### config.mk
export PLATFORM = sky130hd
export DESIGN_NAME = stage_ctrl
export DESIGN_NICKNAME = d
export VERILOG_FILES = /design/src/rtl/stage_ctrl_pkg.sv /design/src/rtl/stage_ctrl_hazard_detect.sv /design/src/rtl/stage_ctrl.sv
export SDC_FILE = /design/constraint.sdc
export NUM_CORES = 1
export LEC_CHECK = 0
export BUFFER_PORTS_ARGS = -buffer_cell sky130_fd_sc_hd__buf_4
export CORE_ASPECT_RATIO = 1.2
export CORE_UTILIZATION = 45
export DETAILED_ROUTE_END_ITERATION = 6
export PLACE_DENSITY = 0.79
export REMOVE_ABC_BUFFERS = 1
export SKIP_LAST_GASP = 1
export SLEW_MARGIN = 20
export SYNTH_ARGS = -nofsm -noshare
export SYNTH_HDL_FRONTEND = slang
export SYNTH_SLANG_ARGS = --single-unit
### constraint.sdc
create_clock -name clk -period 7.95 [get_ports clk]
set_input_delay 1.9875 -clock clk [delete_from_list [all_inputs] [get_ports clk]]
set_output_delay 1.9875 -clock clk [all_outputs]
set_load 0.005 [all_outputs]
### src/rtl/stage_ctrl_pkg.sv
// Shared definitions for the pipeline sequencer. It holds the decoder PC-source
// encoding, the FSM state encodings, the stage-control bundle with its reset and
// run values, and the register-match helper used by hazard detection.
package stage_ctrl_pkg;

  // Decoder pc_src_ctrl value meaning "fall through to PC+4".
  localparam logic [2:0] PC_NEXT = 3'd0;

  typedef enum logic [1:0] {
    StReset   = 2'd0,
    StRun     = 2'd1,
    StMemWait = 2'd2
  } ctrl_state_e;

  // Clear/load pair for every pipeline stage register.
  typedef struct packed {
    logic if_rst;
    logic id_rst;
    logic exe_rst;
    logic mem_rst;
    logic wb_rst;
    logic if_en;
    logic id_en;
    logic exe_en;
    logic mem_en;
    logic wb_en;
  } stage_ctl_t;

  // All stages held in clear, nothing loads.
  localparam stage_ctl_t StageCtlReset = '{
    if_rst: 1'b1, id_rst: 1'b1, exe_rst: 1'b1, mem_rst: 1'b1, wb_rst: 1'b1,
    if_en:  1'b0, id_en:  1'b0, exe_en:  1'b0, mem_en:  1'b0, wb_en:  1'b0
  };

  // Free-running pipeline: every stage loads, nothing clears.
  localparam stage_ctl_t StageCtlRun = '{
    if_rst: 1'b0, id_rst: 1'b0, exe_rst: 1'b0, mem_rst: 1'b0, wb_rst: 1'b0,
    if_en:  1'b1, id_en:  1'b1, exe_en:  1'b1, mem_en:  1'b1, wb_en:  1'b1
  };

  // A source register read in ID matches a pending write in EXE or MEM.
  // Register 0 is hard-wired, so it never creates a dependency.
  function automatic logic raw_match(input logic       used,
                                     input logic [4:0] src,
                                     input logic       wen_exe,
                                     input logic [4:0] dst_exe,
                                     input logic       wen_mem,
                                     input logic [4:0] dst_mem);
    return used && (src != 5'd0) &&
           ((wen_exe && (src == dst_exe)) || (wen_mem && (src == dst_mem)));
  endfunction

endpackage

### src/rtl/stage_ctrl_hazard_detect.sv
// Combinational hazard detection for the pipeline sequencer.
// Inputs : ID instruction info (valid, PC source, rs/rt usage and addresses),
//          EXE/MEM branch flags and destination writes, MEM data-memory handshake.
// Outputs: raw_o (RAW interlock), br_mem_o (branch in MEM), br_id_exe_o (branch
//          in ID or EXE), mem_wait_o (MEM access outstanding this cycle).
module hazard_detect
  import stage_ctrl_pkg::*;
(
  input  logic       id_valid_i,
  input  logic [2:0] pc_src_ctrl_i,
  input  logic       rs_used_id_i,
  input  logic       rt_used_id_i,
  input  logic [4:0] addr_rs_id_i,
  input  logic [4:0] addr_rt_id_i,
  input  logic       is_branch_exe_i,
  input  logic       is_branch_mem_i,
  input  logic [4:0] regw_addr_exe_i,
  input  logic [4:0] regw_addr_mem_i,
  input  logic       wb_wen_exe_i,
  input  logic       wb_wen_mem_i,
  input  logic       mem_ren_i,
  input  logic       mem_wen_i,
  input  logic       mem_ack_i,
  output logic       raw_o,
  output logic       br_mem_o,
  output logic       br_id_exe_o,
  output logic       mem_wait_o
);

  logic rs_hit;
  logic rt_hit;

  assign rs_hit = raw_match(rs_used_id_i, addr_rs_id_i, wb_wen_exe_i, regw_addr_exe_i,
                            wb_wen_mem_i, regw_addr_mem_i);
  assign rt_hit = raw_match(rt_used_id_i, addr_rt_id_i, wb_wen_exe_i, regw_addr_exe_i,
                            wb_wen_mem_i, regw_addr_mem_i);

  // WB is not checked: the register file writes in the first half cycle.
  assign raw_o       = id_valid_i && (rs_hit || rt_hit);
  assign br_mem_o    = is_branch_mem_i;
  assign br_id_exe_o = (id_valid_i && (pc_src_ctrl_i != PC_NEXT)) || is_branch_exe_i;
  assign mem_wait_o  = (mem_ren_i || mem_wen_i) && !mem_ack_i;

endmodule

### src/rtl/stage_ctrl.sv
// Pipeline sequencer for the 5-stage MIPS CPU.
// Drives every stage's clear/load pair from hazard feedback (RAW interlock,
// branch flush, data-memory wait), runs the post-reset release sequence and
// keeps stall / flush / memory-wait performance counters.
// Ports: clk, rst (sync, active-high); ID/EXE/MEM hazard inputs; mem handshake;
//        *_rst / *_en per stage; sticky mem_err; stall_cnt, flush_cnt, memwait_cnt.
module stage_ctrl
  import stage_ctrl_pkg::*;
#(
  parameter int unsigned RST_CYCLES  = 4,
  parameter int unsigned MEM_TIMEOUT = 255,
  parameter int unsigned CNT_W       = 32
) (
  input  logic             clk,
  input  logic             rst,
  input  logic             id_valid,
  input  logic [2:0]       pc_src_ctrl,
  input  logic             rs_used_id,
  input  logic             rt_used_id,
  input  logic [4:0]       addr_rs_id,
  input  logic [4:0]       addr_rt_id,
  input  logic             is_branch_exe,
  input  logic             is_branch_mem,
  input  logic [4:0]       regw_addr_exe,
  input  logic [4:0]       regw_addr_mem,
  input  logic             wb_wen_exe,
  input  logic             wb_wen_mem,
  input  logic             mem_ren,
  input  logic             mem_wen,
  input  logic             mem_ack,
  output logic             if_rst,
  output logic             id_rst,
  output logic             exe_rst,
  output logic             mem_rst,
  output logic             wb_rst,
  output logic             if_en,
  output logic             id_en,
  output logic             exe_en,
  output logic             mem_en,
  output logic             wb_en,
  output logic             mem_err,
  output logic [CNT_W-1:0] stall_cnt,
  output logic [CNT_W-1:0] flush_cnt,
  output logic [CNT_W-1:0] memwait_cnt
);

  localparam int unsigned RcW = (RST_CYCLES > 1) ? $clog2(RST_CYCLES) : 1;
  localparam int unsigned WcW = (MEM_TIMEOUT > 1) ? $clog2(MEM_TIMEOUT + 1) : 1;
  localparam logic [RcW-1:0] RstLoad = RcW'(RST_CYCLES - 1);
  localparam logic [WcW-1:0] WaitMax = WcW'(MEM_TIMEOUT);

  logic raw, br_mem, br_id_exe, mem_wait;

  hazard_detect u_hazard_detect (
    .id_valid_i      (id_valid),
    .pc_src_ctrl_i   (pc_src_ctrl),
    .rs_used_id_i    (rs_used_id),
    .rt_used_id_i    (rt_used_id),
    .addr_rs_id_i    (addr_rs_id),
    .addr_rt_id_i    (addr_rt_id),
    .is_branch_exe_i (is_branch_exe),
    .is_branch_mem_i (is_branch_mem),
    .regw_addr_exe_i (regw_addr_exe),
    .regw_addr_mem_i (regw_addr_mem),
    .wb_wen_exe_i    (wb_wen_exe),
    .wb_wen_mem_i    (wb_wen_mem),
    .mem_ren_i       (mem_ren),
    .mem_wen_i       (mem_wen),
    .mem_ack_i       (mem_ack),
    .raw_o           (raw),
    .br_mem_o        (br_mem),
    .br_id_exe_o     (br_id_exe),
    .mem_wait_o      (mem_wait)
  );

  ctrl_state_e      state_q, state_d;
  logic [RcW-1:0]   rst_cnt_q, rst_cnt_d;
  logic [WcW-1:0]   wait_cnt_q, wait_cnt_d;
  logic             mem_err_q, mem_err_d;
  logic [CNT_W-1:0] stall_cnt_q, stall_cnt_d;
  logic [CNT_W-1:0] flush_cnt_q, flush_cnt_d;
  logic [CNT_W-1:0] memwait_cnt_q, memwait_cnt_d;

  stage_ctl_t ctl;
  logic       wait_hit, raw_hit, flush_hit;

  // Output priority mux: memory wait > RAW > branch in MEM > branch in ID/EXE.
  // RAW outranks the ID-branch flush so a stalled branch is never discarded.
  always_comb begin
    ctl       = StageCtlRun;
    wait_hit  = 1'b0;
    raw_hit   = 1'b0;
    flush_hit = 1'b0;
    if (rst || (state_q == StReset)) begin
      ctl = StageCtlReset;
    end else begin
      // The ack cycle of a wait evaluates like a normal run cycle.
      wait_hit = ((state_q == StRun) && mem_wait) || ((state_q == StMemWait) && !mem_ack);
      if (wait_hit) begin
        ctl.if_en  = 1'b0;
        ctl.id_en  = 1'b0;
        ctl.exe_en = 1'b0;
        ctl.mem_en = 1'b0;
        ctl.wb_en  = 1'b0;
        ctl.wb_rst = 1'b1;
      end else if (raw) begin
        raw_hit     = 1'b1;
        ctl.if_en   = 1'b0;
        ctl.id_en   = 1'b0;
        ctl.exe_rst = 1'b1;
      end else if (br_mem) begin
        // IF keeps loading so the PC picks up the resolved target.
        ctl.id_rst = 1'b1;
      end else if (br_id_exe) begin
        ctl.if_en  = 1'b0;
        ctl.id_rst = 1'b1;
      end
      flush_hit = ctl.id_rst;
    end
  end

  always_comb begin
    state_d       = state_q;
    rst_cnt_d     = rst_cnt_q;
    wait_cnt_d    = wait_cnt_q;
    stall_cnt_d   = stall_cnt_q + {{(CNT_W - 1){1'b0}}, raw_hit};
    flush_cnt_d   = flush_cnt_q + {{(CNT_W - 1){1'b0}}, flush_hit};
    memwait_cnt_d = memwait_cnt_q + {{(CNT_W - 1){1'b0}}, wait_hit};
    unique case (state_q)
      StReset: begin
        if (rst_cnt_q == '0) state_d = StRun;
        else                 rst_cnt_d = rst_cnt_q - 1'b1;
      end
      StRun: begin
        if (mem_wait) begin
          // The cycle that raised the wait is already the first wait cycle.
          state_d    = StMemWait;
          wait_cnt_d = WcW'(1);
        end
      end
      StMemWait: begin
        if (mem_ack)                  state_d    = StRun;
        else if (wait_cnt_q != WaitMax) wait_cnt_d = wait_cnt_q + 1'b1;
      end
      default: state_d = StReset;
    endcase
    // Sticky; the controller keeps waiting after the timeout is flagged.
    mem_err_d = mem_err_q || ((state_d == StMemWait) && (wait_cnt_d == WaitMax));
  end

  always_ff @(posedge clk) begin
    if (rst) begin
      state_q       <= StReset;
      rst_cnt_q     <= RstLoad;
      wait_cnt_q    <= '0;
      mem_err_q     <= 1'b0;
      stall_cnt_q   <= '0;
      flush_cnt_q   <= '0;
      memwait_cnt_q <= '0;
    end else begin
      state_q       <= state_d;
      rst_cnt_q     <= rst_cnt_d;
      wait_cnt_q    <= wait_cnt_d;
      mem_err_q     <= mem_err_d;
      stall_cnt_q   <= stall_cnt_d;
      flush_cnt_q   <= flush_cnt_d;
      memwait_cnt_q <= memwait_cnt_d;
    end
  end

  assign if_rst      = ctl.if_rst;
  assign id_rst      = ctl.id_rst;
  assign exe_rst     = ctl.exe_rst;
  assign mem_rst     = ctl.mem_rst;
  assign wb_rst      = ctl.wb_rst;
  assign if_en       = ctl.if_en;
  assign id_en       = ctl.id_en;
  assign exe_en      = ctl.exe_en;
  assign mem_en      = ctl.mem_en;
  assign wb_en       = ctl.wb_en;
  assign mem_err     = mem_err_q;
  assign stall_cnt   = stall_cnt_q;
  assign flush_cnt   = flush_cnt_q;
  assign memwait_cnt = memwait_cnt_q;

endmodule

==> results.md, run 1 <==
* Status: finished clean
* Post-CTS Hold Fix Bufs at 0
* Drt via density at 5.244
* Leak at 2.776 nW
* Synth warn at 0
* Share of cells above drive strength 1 at 23.01%
* Logic pwr share at 10.4%
* 1st-iter DRT viols at 167
* Synth top area share at 41.19%
* 1st-pass router iterations at 4
* CP max stage delay at 0.51 ns
* Die height at 120.9 um
* Final wirelength at 12040 um
* Final period util at 68.54%
* Post-route antenna net violation count at 0
* Net Sw Frac at 22.89%
* Synth Cell Area at 5298 sq um
* Final TNS setup at 0 ns
* Clock power share at 40.5%
* Antenna diodes at 0
* Setup CP Type: primary input to output pin
* Setup violators final at 0
* Initial core utilization at 46.01%
* Placer Congestion at 0.8643
* Final hold violations at 0
* Critical-path maximum fanout at 6
* GRT Total Usage at 20.07%
* Worst Clk Skew at 0.008009 ns
* Power Dens Cells at 168.9 nW/um^2
* Clock Sinks at 109
* Die Wd at 101.0 um
* Critical path endpoint category: output pin
* Commonest cells after routing, fill and taps aside: buf_4, dfxtp_1, nor2_1
* Post-CTS Setup Inserts at 0
* Area added between synthesis and finish at 27.33%
* TritonCTS clock tree: built
* Slowest CP cell: or4_1
* Most frequent cell on the critical path: buf_4
* CTS HTree Levels at 3
* Maximum root-to-sink buffer count at 2
* Die footprint at 12210 sq um
* Rows at 43
* Clock transition at path regs at 0.06 ns
* Net Switching at 0.0002608 W
* Largest cells by area after synthesis: dfxtp_1, xor2_1, nor2_1
* Avg WL per Cell at 13.38 um
* Initial antenna violation count at 0
* Number of global-route vias before repair at 4379
* Min Clock Period, post-route at 5.449 ns
* Critical Path AT at 3.46 ns
* Slew Viols, Final at 0
* Syn avg cell area at 8.727 sq um
* Post-DP HPWL at 9043 um
* Yosys top cell by area: dfxtp_1
* Nets at 788
* CP startpoint kind: primary input
* DR vias at 4720
* First-pass GRT wire length at 20030 um
* Unique cell type count in the Yosys netlist at 62
* Critical Path RT at 5.96 ns
* Core area at 11510 sq um
* Cts repair resizes at 0
* Post-layout util at 58.59%
* RSZ-0062 raised after global routing: false
* Post-route DRC violation count at 0
* Rel. slew slack at 53.27%
* CTS root buf: clkbuf_16
* Global route overflow at 0
* Largest net degree at the start of global routing at 71
* #FFs+latches synth at 109
* Number of buffers created by CTS at 9
* Ys flop type: dfxtp_1
* Post-synthesis sequential area ratio at 41.19%
* Most common cell after layout, fill and taps aside: buf_4
* Syn Inst Count at 607
* Critical-path cell list: buf_4 > or4_1 > o21ai_0 > a21oi_1 > o21a_1 > nor3b_1 > buf_4
* Sequential Power Share at 49.1%
* IO buf count at 141
* VDD IR max at 0.1080 mV
* Async SR Flop Fraction at 0%
* Fmax achieved at 0.1835 GHz
* Post-synth EDFFs at 0
* Latest clock arrival within the worst-skew pair at 0.34 ns
* Hold WC Path Type: flip-flop to flip-flop
* Io pins at 142
* Max-cap violations at 0
* Internal Power at 0.0008785 W
* Slew @ Worst Pin at 0.7010 ns
-- state kept, by name, indices dropped and copies added, names as in the netlist --
name         cells
mem_err          1
rst_cnt_q        2
state_q          2
stall_cnt       32
memwait_cnt     32
wait_cnt_q       8
flush_cnt       32
-- path summary, 6_finish.rpt --
check                 from            end  slack, ns  cells past startpoint
max          addr_rt_id[0]          if_en       2.50                      7
min                mem_err        mem_err       0.48                      2
min reg2reg        mem_err        mem_err       0.48                      2
max reg2reg     state_q[0]  flush_cnt[26]       4.31                     14
-- area by class of cell --
class	instances	area, sq um
Inverter	11	41.29
Multi-Input combinational cell	468	2958
Fill cell	1074	4768
Tap cell	157	196.4
Clock inverter	4	76.32
Clock buffer	9	225.2
Timing Repair Buffer	142	1066
Sequential cell	109	2182
-- critical path, delay by kind of cell --
kind	cells	cell delay, ns
and+or+nand+nor	2	0.73
AOI/OAI and AO/OA	3	0.47
buffers and inverters	2	0.26
-- cell usage after synthesis (all sizes together) (2+ instances only) --
library cell	number
xor2	76
a31o	2
o21bai	2
nor2b	12
a31oi	2
or4	3
nor3b	3
a21o	2
or3	15
nor2	93
o211a	2
and4b	2
nand2	39
nand4	18
o21ai	22
nand2b	3
buf	7
nand3b	2
and4	9
nor3	11
a21oi	24
clkbuf	12
dfxtp	109
and3	14
and2	8
ha	12
nand3	49
xnor2	21
inv	11
nor4	6
-- routing by layer --
metal | share of wire, % | GRT usage, % | up-vias
met5 | 0 | 0 | -
met4 | 1.6 | 6.341 | 0
met3 | 4.2 | 3.687 | 18
met2 | 50 | 34.91 | 112
met1 | 44 | 24.82 | 2234
li1 | - | - | 2356
-- metrics by stage --
stage | setup slack [ns] | power, W | cell area (sq um) | cells | hold WS [ns]
6_report | 2.501 | 0.001139 | 6745 | 900 | 0.4822
5_1_grt | 2.381 | 0.001188 | 6745 | 900 | 0.4997
4_1_cts | 2.521 | 0.001153 | 6745 | 900 | 0.4864
3_5_place_dp | 2.538 | 0.0006907 | 6444 | 887 | 0.4751
3_3_place_gp | 2.541 | 0.0006845 | 6444 | 887 | 0.4663
2_1_floorplan | 2.824 | 0.0006348 | 5181 | 588 | 0.4640
-- cell families after synthesis --
family / after synthesis / share of synthesized area [%]
and+or+nand+nor: 291 / 28.77
adders and majority gates: 12 / 2.834
xor gates and xnor gates: 97 / 16.04
buffers and inverters: 30 / 2.976
AOI/OAI and AO/OA: 68 / 8.196
DFF: 109 / 41.19
-- power by group through the flow --
stage | combinational (W) | sequential [W] | clock, W
2_1_floorplan | 0.0000638 | 0.000571 | 0
3_3_place_gp | 0.000113 | 0.000572 | 0
3_5_place_dp | 0.000118 | 0.000572 | 0
4_1_cts | 0.000118 | 0.000560 | 0.000475
5_1_grt | 0.000131 | 0.000560 | 0.000497
6_report | 0.000118 | 0.000560 | 0.000461
(Power assumes the default switching activity.)
==> run 2: changes to the inputs <==
--- a/config.mk
+++ b/config.mk
@@ -9,7 +9,7 @@
 export CORE_ASPECT_RATIO = 1.2
 export CORE_UTILIZATION = 45
 export DETAILED_ROUTE_END_ITERATION = 6
-export PLACE_DENSITY = 0.79
+export PLACE_DENSITY = 0.82
 export REMOVE_ABC_BUFFERS = 1
 export SKIP_LAST_GASP = 1
 export SLEW_MARGIN = 20
==> constraint.sdc (replaced) <==
create_clock -name clk -period 4.4 [get_ports clk]
set_input_delay 1.1 -clock clk [delete_from_list [all_inputs] [get_ports clk]]
set_output_delay 1.1 -clock clk [all_outputs]
set_load 0.005 [all_outputs]
==> results.md, run 2 (same netlist as run 1, synthesis figures left out) <==
* Leak at 2.807 nW (+1.1%)
* Area added between synthesis and finish at 27.96%
* Hold WC Path Type: flip-flop to flip-flop
* Avg WL per Cell at 13.22 um (-1.2%)
* Die Wd at 101.0 um (unchanged)
* Worst Clk Skew at 0.01051 ns (+0.002497 ns)
* 1st-iter DRT viols at 144 (-14%)
* Fill count at 1081 (+0.65%)
* WL met3 at 453 um (-10%)
* Final hold violations at 0 (unchanged)
* RSZ-0062 raised after global routing: false
* Number of global-route vias before repair at 4428 (+1.1%)
* Io pins at 142 (unchanged)
* Final non-filler cell total at 907 (+0.78%)
* Largest net degree at the start of global routing at 78 (+9.9%)
* CTS HTree Levels at 3 (unchanged)
* Die footprint at 12210 sq um (unchanged)
* Clock Sinks at 109 (unchanged)
* CTS root buf: clkbuf_16
* CP max stage delay at 0.52 ns (about the same)
* Met2 wire length at 6136 um (+1.6%)
* CP startpoint kind: primary input
* Post-route DRC violation count at 0 (unchanged)
* Placed instance count at 891 (+0.45%)
* Post-CTS Hold Fix Bufs at 0 (unchanged)
* Final TNS setup at 0 ns (unchanged)
* Nets at 792 (+0.51%)
* Post-route antenna net violation count at 0 (unchanged)
* Min Clock Period, post-route at 3.919 ns
* CP delay by family, top: simple AND/OR/NAND/NOR gates
* Cts repair resizes at 0 (unchanged)
* 1st-pass router iterations at 4 (unchanged)
* Number of buffers created by CTS at 9 (unchanged)
* Power Dens Cells at 301.8 nW/um^2 (+79%)
* Maximum root-to-sink buffer count at 2 (unchanged)
* Most common cell after layout, fill and taps aside: buf_4
* Final hold slack at 0.4948 ns (+0.01261 ns)
* IO buf count at 141 (unchanged)
* Antenna diodes at 0 (unchanged)
* Final period util at 89.07%
* Critical Path RT at 4.60 ns (-1.36 ns)
* Setup CP Type: primary input to flip-flop
* Placer Congestion at 0.8795 (+1.8%)
* Critical path endpoint category: flip-flop
* Rel. slew slack at 46.96% (-6.3 points)
* VDD IR max at 0.1783 mV (+65%)
* Status: finished clean
* Critical-path cell list: buf_4 > or4_1 > o21ai_0 > a21oi_1 > o21a_1 > nor3_1 > ha_1 > ha_1 > nand2_1 > or3_1 > nor3_1 > nand2_1 > xor2_1 > nor2_1
* Slew Viols, Final at 0 (unchanged)
* Max-cap violations at 0 (unchanged)
* DR top layer: met4
* Commonest cells after routing, fill and taps aside: buf_4, dfxtp_1, nor2_1
* Critical Path AT at 4.12 ns (+0.66 ns)
* Critical-path maximum fanout at 4 (-2)
* Placed Area at 6474 sq um (+0.47%)
* TritonCTS clock tree: built
* Rows at 43 (unchanged)
* Slew @ Worst Pin at 0.7955 ns (+0.09452 ns)
* Bufs and invs on worst path at 1 (-1)
* Final instance area at 6779 sq um (+0.50%)
* First-pass GRT wire length at 19950 um (-0.38%)
* Slowest CP cell: or4_1
* Clock transition at path regs at 0.07 ns (about the same)
* DR vias at 4674 (-0.97%)
* Initial core utilization at 46.01% (unchanged)
* Share of cells above drive strength 1 at 23.73% (+0.72 points)
* Fmax achieved at 0.2552 GHz
* Initial antenna violation count at 0 (unchanged)
* Global route overflow at 0 (unchanged)
* M1 wire length at 5211 um (-1.8%)
* Post-CTS Setup Inserts at 0 (unchanged)
* Core area at 11510 sq um (unchanged)
* FF/Latch Area at 2182 sq um (unchanged)
* Final wirelength at 11990 um (-0.40%)
* Setup violators final at 0 (unchanged)
* Die height at 120.9 um (unchanged)
* Latest clock arrival within the worst-skew pair at 0.34 ns (about the same)
* Post-DP HPWL at 8800 um (-2.7%)
* Area of the multi-input gates at 2958 sq um (unchanged)
* GRT Total Usage at 20.05% (about the same)
* Drt via density at 5.153 (-1.7%)
-- run 2: cell types whose count changed in the layout (fill, tap and decap cells not counted) --
cell        previous run  this run
clkinv_4               1         0
inv_6                  0         3
clkinv_2               0         2
clkinvlp_4             1         0
buf_4                142       146
clkbuf_8               0         1
bufinv_16              2         1
-- run 2: stage by stage --
step / setup slack (ns) / utilization (%) / power (W)
floorplan: 0.6916 / - / 0.001147
global placement: 0.1592 / 56.23 / 0.001242
detailed placement: 0.1271 / 56.23 / 0.001244
CTS: 0.4399 / 58.88 / 0.002074
global route: 0.1635 / 58.88 / 0.002132
finish: 0.4811 / 58.88 / 0.002046
-- run 2: layer usage --
layer / vias up / GRT usage, %
li1: 2363 / -
met1: 2199 / 24.04
met2: 95 / 36.18
met3: 17 / 2.535
met4: 0 / 7.246
met5: - / 0
-- run 2: final cells by class --
class	count	area share, %
clock buffers	10	3.525
clock inverters	6	0.9782
inverters	11	0.6091
multi-input cells	468	43.63
flip-flops and latches	109	32.19
well taps	157	2.898
repair buffers	146	16.17
-- run 2: worst paths after layout --
path | end | from | depth (start not counted) | slack [ns]
worst max register to register | flush_cnt[30] | state_q[0] | 14 | 0.85
worst max-delay path | flush_cnt[30] | addr_rs_id[0] | 14 | 0.48
worst min register to register | mem_err | mem_err | 2 | 0.49
worst min-delay path | mem_err | mem_err | 2 | 0.49
-- run 2: where the power goes --
part	internal, W	switching (W)
Combinational	0.0000965	0.000113
Clock	0.000462	0.000364
Sequential	0.00100	0.0000101
-- run 2: tightest hold or removal path, stage by stage, from the launching register on --
cell and delay, ns:
dfxtp_1 0.32, inv_1 0.07, o32ai_2 0.07
